**src/rtl/ht_table_init_engine.sv**
```systemverilog
`default_nettype none
// ============================================================================
//  Module   : ht_table_init_engine
//  Purpose  : Hash-table RAM init engine. For each accepted task it writes a
//             fill word over the address range [start, end] on up to NUM_CH
//             RAM write channels in lockstep. It can also clear and refill the
//             empty-pointer storage with the same addresses. One result word is
//             reported per task.
//  Options  : HT_INIT_CYCLE_STAT_EN - when defined, adds a saturating cycle
//             statistic (res_cycles_o) and its clear input (stat_clr_i).
//  Ports    : clk_i/rst_i     clock, asynchronous active-high reset
//             task_*          task request (valid/ready handshake)
//             busy_o          a task is in progress
//             wr_*            shared RAM write port, per-channel enables
//             fl_*            empty-pointer storage reset and add strobes
//             res_*           result word (valid/ready handshake)
//  Revision : 1.0 - initial release
// ============================================================================
module ht_table_init_engine #(
    parameter int NUM_CH   = 2,
    parameter int A_WIDTH  = 10,
    parameter int D_WIDTH  = 64,
    parameter int RC_WIDTH = 2
) (
    input  logic                clk_i,
    input  logic                rst_i,
    input  logic [A_WIDTH-1:0]  task_start_i,
    input  logic [A_WIDTH-1:0]  task_end_i,
    input  logic [D_WIDTH-1:0]  task_fill_i,
    input  logic [NUM_CH-1:0]   task_ch_mask_i,
    input  logic                task_fl_en_i,
    input  logic                task_valid_i,
    output logic                task_ready_o,
    output logic                busy_o,
    input  logic                wr_stall_i,
    output logic [A_WIDTH-1:0]  wr_addr_o,
    output logic [D_WIDTH-1:0]  wr_data_o,
    output logic [NUM_CH-1:0]   wr_en_o,
    output logic                fl_srst_o,
    output logic [A_WIDTH-1:0]  fl_add_ptr_o,
    output logic                fl_add_en_o,
    output logic [RC_WIDTH-1:0] res_rescode_o,
    output logic [A_WIDTH:0]    res_count_o,
    output logic                res_valid_o,
`ifdef HT_INIT_CYCLE_STAT_EN
    input  logic                stat_clr_i,
    output logic [31:0]         res_cycles_o,
`endif
    input  logic                res_ready_i
);

    localparam logic [RC_WIDTH-1:0] C_RC_OK        = RC_WIDTH'(0);
    localparam logic [RC_WIDTH-1:0] C_RC_ERR_RANGE = RC_WIDTH'(1);
    localparam logic [RC_WIDTH-1:0] C_RC_ERR_MASK  = RC_WIDTH'(2);

    typedef enum logic [1:0] {
        S_IDLE    = 2'd0,
        S_FL_SRST = 2'd1,
        S_INIT    = 2'd2,
        S_REPORT  = 2'd3
    } state_t;

    state_t r_state;
    state_t w_state_nxt;

    logic [A_WIDTH-1:0]  r_cnt;
    logic [A_WIDTH-1:0]  r_end;
    logic [D_WIDTH-1:0]  r_fill;
    logic [NUM_CH-1:0]   r_mask;
    logic                r_fl_en;
    logic [RC_WIDTH-1:0] r_rescode;
    logic [A_WIDTH:0]    r_count;

    logic w_accept;
    logic w_wr_fire;
    logic w_last;
    logic w_range_err;
    logic w_mask_err;

    assign w_range_err = (task_start_i > task_end_i);
    assign w_mask_err  = (task_ch_mask_i == '0);

    // ------------------------------------------------------------------
    // State register
    // ------------------------------------------------------------------
    always_ff @(posedge clk_i or posedge rst_i) begin
        if (rst_i) begin
            r_state <= S_IDLE;
        end else begin
            r_state <= w_state_nxt;
        end
    end

    // ------------------------------------------------------------------
    // Next-state and control strobes
    // ------------------------------------------------------------------
    always_comb begin
        w_state_nxt = r_state;
        w_accept    = 1'b0;
        w_wr_fire   = 1'b0;
        w_last      = 1'b0;
        case (r_state)
            S_IDLE: begin
                if (task_valid_i) begin
                    w_accept = 1'b1;
                    if (w_range_err || w_mask_err) begin
                        w_state_nxt = S_REPORT;
                    end else if (task_fl_en_i) begin
                        w_state_nxt = S_FL_SRST;
                    end else begin
                        w_state_nxt = S_INIT;
                    end
                end
            end
            S_FL_SRST: begin
                w_state_nxt = S_INIT;
            end
            S_INIT: begin
                if (!wr_stall_i) begin
                    w_wr_fire = 1'b1;
                    // Compare before incrementing so a range ending at the
                    // top address finishes without wrapping back to 0.
                    if (r_cnt == r_end) begin
                        w_last      = 1'b1;
                        w_state_nxt = S_REPORT;
                    end
                end
            end
            S_REPORT: begin
                if (res_ready_i) begin
                    w_state_nxt = S_IDLE;
                end
            end
            default: begin
                w_state_nxt = S_IDLE;
            end
        endcase
    end

    // ------------------------------------------------------------------
    // Task latch, address counter and result word
    // ------------------------------------------------------------------
    always_ff @(posedge clk_i or posedge rst_i) begin
        if (rst_i) begin
            r_cnt     <= '0;
            r_end     <= '0;
            r_fill    <= '0;
            r_mask    <= '0;
            r_fl_en   <= 1'b0;
            r_rescode <= '0;
            r_count   <= '0;
        end else if (w_accept) begin
            r_cnt   <= task_start_i;
            r_end   <= task_end_i;
            r_fill  <= task_fill_i;
            r_mask  <= task_ch_mask_i;
            r_fl_en <= task_fl_en_i;
            if (w_range_err) begin
                r_rescode <= C_RC_ERR_RANGE;
                r_count   <= '0;
            end else if (w_mask_err) begin
                r_rescode <= C_RC_ERR_MASK;
                r_count   <= '0;
            end else begin
                r_rescode <= C_RC_OK;
                // One bit wider than the address so a full-range task
                // reports 2^A_WIDTH.
                r_count   <= {1'b0, task_end_i} - {1'b0, task_start_i}
                             + {{A_WIDTH{1'b0}}, 1'b1};
            end
        end else if (w_wr_fire && !w_last) begin
            r_cnt <= r_cnt + {{(A_WIDTH-1){1'b0}}, 1'b1};
        end
    end

`ifdef HT_INIT_CYCLE_STAT_EN
    // ------------------------------------------------------------------
    // Cycle statistic: the accept cycle counts as 1, then every cycle in
    // FL_SRST/INIT (stalled or not) adds one until REPORT is reached.
    // ------------------------------------------------------------------
    logic [31:0] r_cycles;

    always_ff @(posedge clk_i or posedge rst_i) begin
        if (rst_i) begin
            r_cycles <= '0;
        end else if (stat_clr_i) begin
            r_cycles <= '0;
        end else if (w_accept) begin
            r_cycles <= 32'd1;
        end else if (((r_state == S_FL_SRST) || (r_state == S_INIT))
                     && (r_cycles != 32'hFFFF_FFFF)) begin
            r_cycles <= r_cycles + 32'd1;
        end
    end

    assign res_cycles_o = r_cycles;
`endif

    // ------------------------------------------------------------------
    // Outputs
    // ------------------------------------------------------------------
    // Ready is forced low while reset is held even though the state is IDLE.
    assign task_ready_o  = (r_state == S_IDLE) && !rst_i;
    assign busy_o        = (r_state != S_IDLE);
    assign wr_addr_o     = r_cnt;
    assign wr_data_o     = r_fill;
    assign wr_en_o       = w_wr_fire ? r_mask : '0;
    assign fl_srst_o     = (r_state == S_FL_SRST);
    assign fl_add_ptr_o  = r_cnt;
    assign fl_add_en_o   = w_wr_fire && r_fl_en;
    assign res_valid_o   = (r_state == S_REPORT);
    assign res_rescode_o = r_rescode;
    assign res_count_o   = r_count;

endmodule
`default_nettype wire
```
**config.mk**
```make
export PLATFORM = sky130hd
export DESIGN_NAME = ht_table_init_engine
export DESIGN_NICKNAME = d
export VERILOG_FILES = /design/src/rtl/ht_table_init_engine.sv
export SDC_FILE = /design/constraint.sdc
export NUM_CORES = 1
export LEC_CHECK = 0
export ABC_CLOCK_PERIOD_IN_PS = 5500
export CAP_MARGIN = 40
export CORE_MARGIN = 3
export CORE_UTILIZATION = 48
export CTS_CLUSTER_SIZE = 12
export DETAILED_ROUTE_END_ITERATION = 7
export PLACE_DENSITY = 0.86
export SLEW_MARGIN = 40
export SYNTH_ARGS = -nofsm -noshare
export SYNTH_HDL_FRONTEND = slang
export SYNTH_SLANG_ARGS = --single-unit
export TNS_END_PERCENT = 20
```
**constraint.sdc**
```tcl
create_clock -name clk_i -period 5.5 [get_ports clk_i]
set_input_delay 0.825 -clock clk_i [delete_from_list [all_inputs] [get_ports clk_i]]
set_output_delay 0.825 -clock clk_i [all_outputs]
set_load 0.03 [all_outputs]
```
# == Word-level counts from Yosys, hierarchy flattened ==
# Index checks and enable logic that the tools add are counted.
# totals
regBits,102
inputBits,92
out_inout_bits,104
# classes
n_addsub,3
n_lt_le_gt_ge,1
n_eq_ne,8
n_mux,21
reduce_logical,11
# op_table
operator,count
11-bit 2-to-1 mux,2
10-bit 2-to-1 mux,2
2-bit 2-to-1 mux,9
11-bit by 1-bit adder with 11-bit output (second input constant),1
10-bit by 10-bit subtractor with 11-bit output,1
10-bit by 1-bit adder with 10-bit output (second input constant),1
10-bit == test,1
10-bit > comparator,1
2-bit one-hot mux with 4 select lines,1
1-bit 2-to-1 mux,7
2-bit != test (second input constant),3
2-bit == test (second input constant),2
2-bit zero test,2
4-bit AND reduction,1
2-bit nonzero test,2
1-bit logical AND,3
2-bit by 1-bit == test with 1-bit output (second input constant),1
1-bit zero test,2
2-bit by 1-bit != test with 1-bit output (second input constant),1
1-bit logical OR,1

# == Depth between registers and ports, before layout ==
# logic_depth
ltp_word,8
ltp_mapped,12

# == Least setup slack after synthesis ==
# OpenSTA, ideal clock, no wires.
# synth_path
kind,in2reg
from,input task_end_i[1]
to,"register r_count[9], in the netlist res_count_o[9]"
setup_time_ns,0.076
t_arrival_ns,2.736
setup_slack_ns,2.688
cell_stages,12
n_path_buf,0
path_cell_list,inv_1 ha_1 inv_1 ha_1 inv_1 fa_1 nand2b_1 o2bb2ai_1 o311ai_0 a21oi_1 xor2_1 o21ai_1
# synth_via
elab_chain_cells,4
# synth_rtl
element,line_no,source
from (decl),28,"input logic [A_WIDTH-1:0] task_end_i,"
10-bit by 10-bit subtractor with 11-bit output,168,"r_count <= {1'b0, task_end_i} - {1'b0, task_start_i}"
11-bit by 1-bit adder with 11-bit output,169,"+ {{A_WIDTH{1'b0}}, 1'b1};"
11-bit 2-to-1 mux,161,end else if (w_mask_err) begin
11-bit 2-to-1 mux (*),158,if (w_range_err) begin
to (signal assigned),168,
to (decl),72,logic [A_WIDTH:0] r_count;
# Every way passes the cells marked *; elsewhere a longest branch is shown, timed or not.
# A chain may end at the register's enable or synchronous reset.

# == Final worst setup path ==
# Ends and elaborated chain as after synthesis.

==> metrics.md <==
| Metric | Value |
|---|---|
| CP Class | input pin to flop |
| CP Launch Type | input pin |
| Maximum vdd drop | 0.362 mV |
| GPL Wtd Cong | 0.879 |
| Commonest cells after routing, fill and taps aside | clkdlybuf4s50_1 (195), dfrtp_1 (102), mux2_2 (68) |
| Fmax | 309 MHz |
| # rows | 37 |
| Seq/Total Area, Yosys | 49.8% |
| TNS Setup | 0 ps |
| Asr flop ratio synth | 100% |
| Die X-Extent | 109 µm |
| Total Routing Usage GR | 20.4% |
| Critical Path AT | 3520 ps |
| CTS clk-pin slew, worst paths | 100 ps |
| Skew-Pair Late Insertion Delay | 360 ps |
| P_leak | 0.00317 µW |
| Syn Std Cell Area | 5130 µm² |
| Dominant synthesized flop cell | dfrtp_1 |
| Power Dens Cells | 583 nW/µm² |
| Cells after Synth | 425 |
| Layout Skew | 13.0 ps |
| Layout cell share with drive strength beyond 1 | 16.6% |
| Core box area | 10,400 µm² |
| # DRC | 0 |
| Die footprint | 12,000 µm² |
| Vias per inst | 5.13 |
| CP required | 5780 ps |
| Min-Delay Path Class | flop to flop |
| GRT overflow | 0 |
| Post-synthesis mux area share | 15.5% |
| Fin. Hold Viols | 0 |
| Detail Placement HPWL | 9530 µm |
| CTS tree | yes |
| Fin crit period | 3240 ps |
| H-Tree Level Count | 3 |
| Initial Utilization | 49.5% |
| CTS max path bufs | 2 |
| Vias in the first global route | 4,028 |
| Unrepaired setup endpoints after global routing | no |
| Crit path max fanout | 3 |
| Slew Viols, Final | 0 |
| Min Hold Slack | 492 ps |
| Post-Synth XOR/XNOR Area | 5.39% |
| I/O pin count | 196 |
| Initial antenna violation count | 0 |
| Largest family of logic cells by synthesized area | multiplexers |
| Final setup vio count | 0 |
| Maxcap violations | 0 |
| Most common cell after layout, fill and taps aside | clkdlybuf4s50_1 |
| DRT iter0 DRCs | 143 |
| Number of iterations in the first detailed-routing pass | 4 |
| Post-synth top area cell | dfrtp_1 |
| Synth area leaders | dfrtp_1 (50%), mux2_2 (15%), ha_1 (8.1%), xor2_1 (3.8%), inv_1 (2.2%) |
| P&R area growth vs syn | 42.6% |
| CTS sink count | 102 |
| Pin count of the biggest net entering global routing | 85 |
| Worst setup EP type | flop |
| Fin util | 70.5% |
| Routed len/inst | 16.5 µm |
| Tcrit/Tclk final | 58.9% |
| NumNets Final | 736 |
| Post-CTS sizing | 0 |
| Adder-Cell Fraction of Synth Area | 8.83% |
| Post-CTS Setup Inserts | 0 |
| Yosys reg bits | 102 |
| Ant. Diodes | 0 |
| Synth warn | 0 |
| Tightest Pin Transition | 791 ps |
| Root Buffer | clkbuf_8 |
| First-pass GRT wire length | 19,200 µm |
| Die Ht | 109 µm |
| Post-synth EDFFs | 0 |
| Share of the synthesized area in the top cell type | 49.8% |
| CTS hold repair buffers | 0 |
| Status | finished, final reports clean |
| Post-Syn Nets | 552 |
| Yosys cell types | 50 |
| Routed Antenna Nets | 0 |
| Post-Synth Simple-Gate Area | 8.00% |
| DR vias | 3,845 |
| Num CTS Buffers | 9 |
| Worst slew margin | 46.9% |
| Port bufs | 195 |
| Mean Syn Cell Area | 12.1 µm² |
| Final WL | 12,400 µm |
| Post-synthesis compound-gate area fraction | 7.15% |
worst max-delay path, stage by stage:
cell and delay [ps]:
clkdlybuf4s50_1 510, inv_1 80, ha_1 290, inv_1 80, ha_1 160, inv_1 60, fa_1 390, nand2b_1 160
o2bb2ai_1 180, o311ai_0 360, a21oi_1 140, xor2_1 160, o21ai_1 110
cells by family after synthesis:
family | count (synthesis)
adders and majority gates | 35
xor gates and xnor gates | 29
muxes | 71
and+or+nand+nor | 76
AOI/OAI and AO/OA | 57
DFF | 102
buffers and inverters | 55
layout make-up:
type                    count  area, µm²
fillers                   782       3060
flip-flops and latches    102       2550
multi-input cells         268       2320
repair buffers            198       1990
well taps                 136        170
clock buffers              10        128
inverters                  30        115
clock inverters             5       42.5
metal layers:
layer  up-vias  share of wire [%]  global-route usage (%)
met3        12                8.6                    6.64
met1      1893                 38                    23.7
met5         -                  0                       0
met2       135                 52                    36.3
met4         0               0.94                    5.08
li1       1805                  -                       -
final timing paths:
check,cells past startpoint,end,start,slack [ps]
min reg2reg,2,res_count_o[1],res_count_o[1],490
min in group asynchronous,2,wr_data_o[59],rst_i,890
min,2,res_count_o[1],res_count_o[1],490
max,13,res_count_o[9],task_end_i[1],2260
max reg2reg,5,wr_data_o[11],r_state[0],3240
max in group asynchronous,4,wr_data_o[22],rst_i,3650
registers in the layout, indices dropped and copies added (netlist names):
name           flops
wr_data_o         64
res_count_o       11
fl_add_ptr_o      10
r_end             10
r_mask             2
r_state            2
res_rescode_o      2
r_fl_en            1
metrics by stage:
stage	setup WS, ps	std cells	total power, µW	instance area [µm²]
3_3_place_gp	2010	733	3780	7110
6_report	2260	749	4270	7310
5_1_grt	2050	749	4510	7310
3_5_place_dp	1910	733	3870	7120
4_1_cts	2280	748	4310	7290
2_1_floorplan	2000	425	2900	5130
cells in the mapped netlist, types with 2 or more instances:
cell and number:
dfrtp_1 102, mux2_2 68, ha_1 33, inv_1 30
nand2_1 30, xor2_1 22, a21oi_1 18, o21ai_0 14
nor2_1 13, buf_4 10, o31ai_1 7, buf_2 6
clkbuf_1 5, nand3_1 5, nand4_1 5, and2_1 4
o21ai_1 4, xnor2_1 4, mux2i_1 3, or2_2 3
xor2_2 3, a21o_1 2, and3_1 2, and4_1 2
fa_1 2, nand2b_1 2, nor4_4 2, o22ai_1 2
power by group:
group / total (µW) / internal [µW] / switching (µW)
sequential: 1370 / 1120 / 247
combinational: 2470 / 1110 / 1360
clock: 430 / 167 / 263
total: 4270 / 2400 / 1870
(Power assumes the default switching activity.)
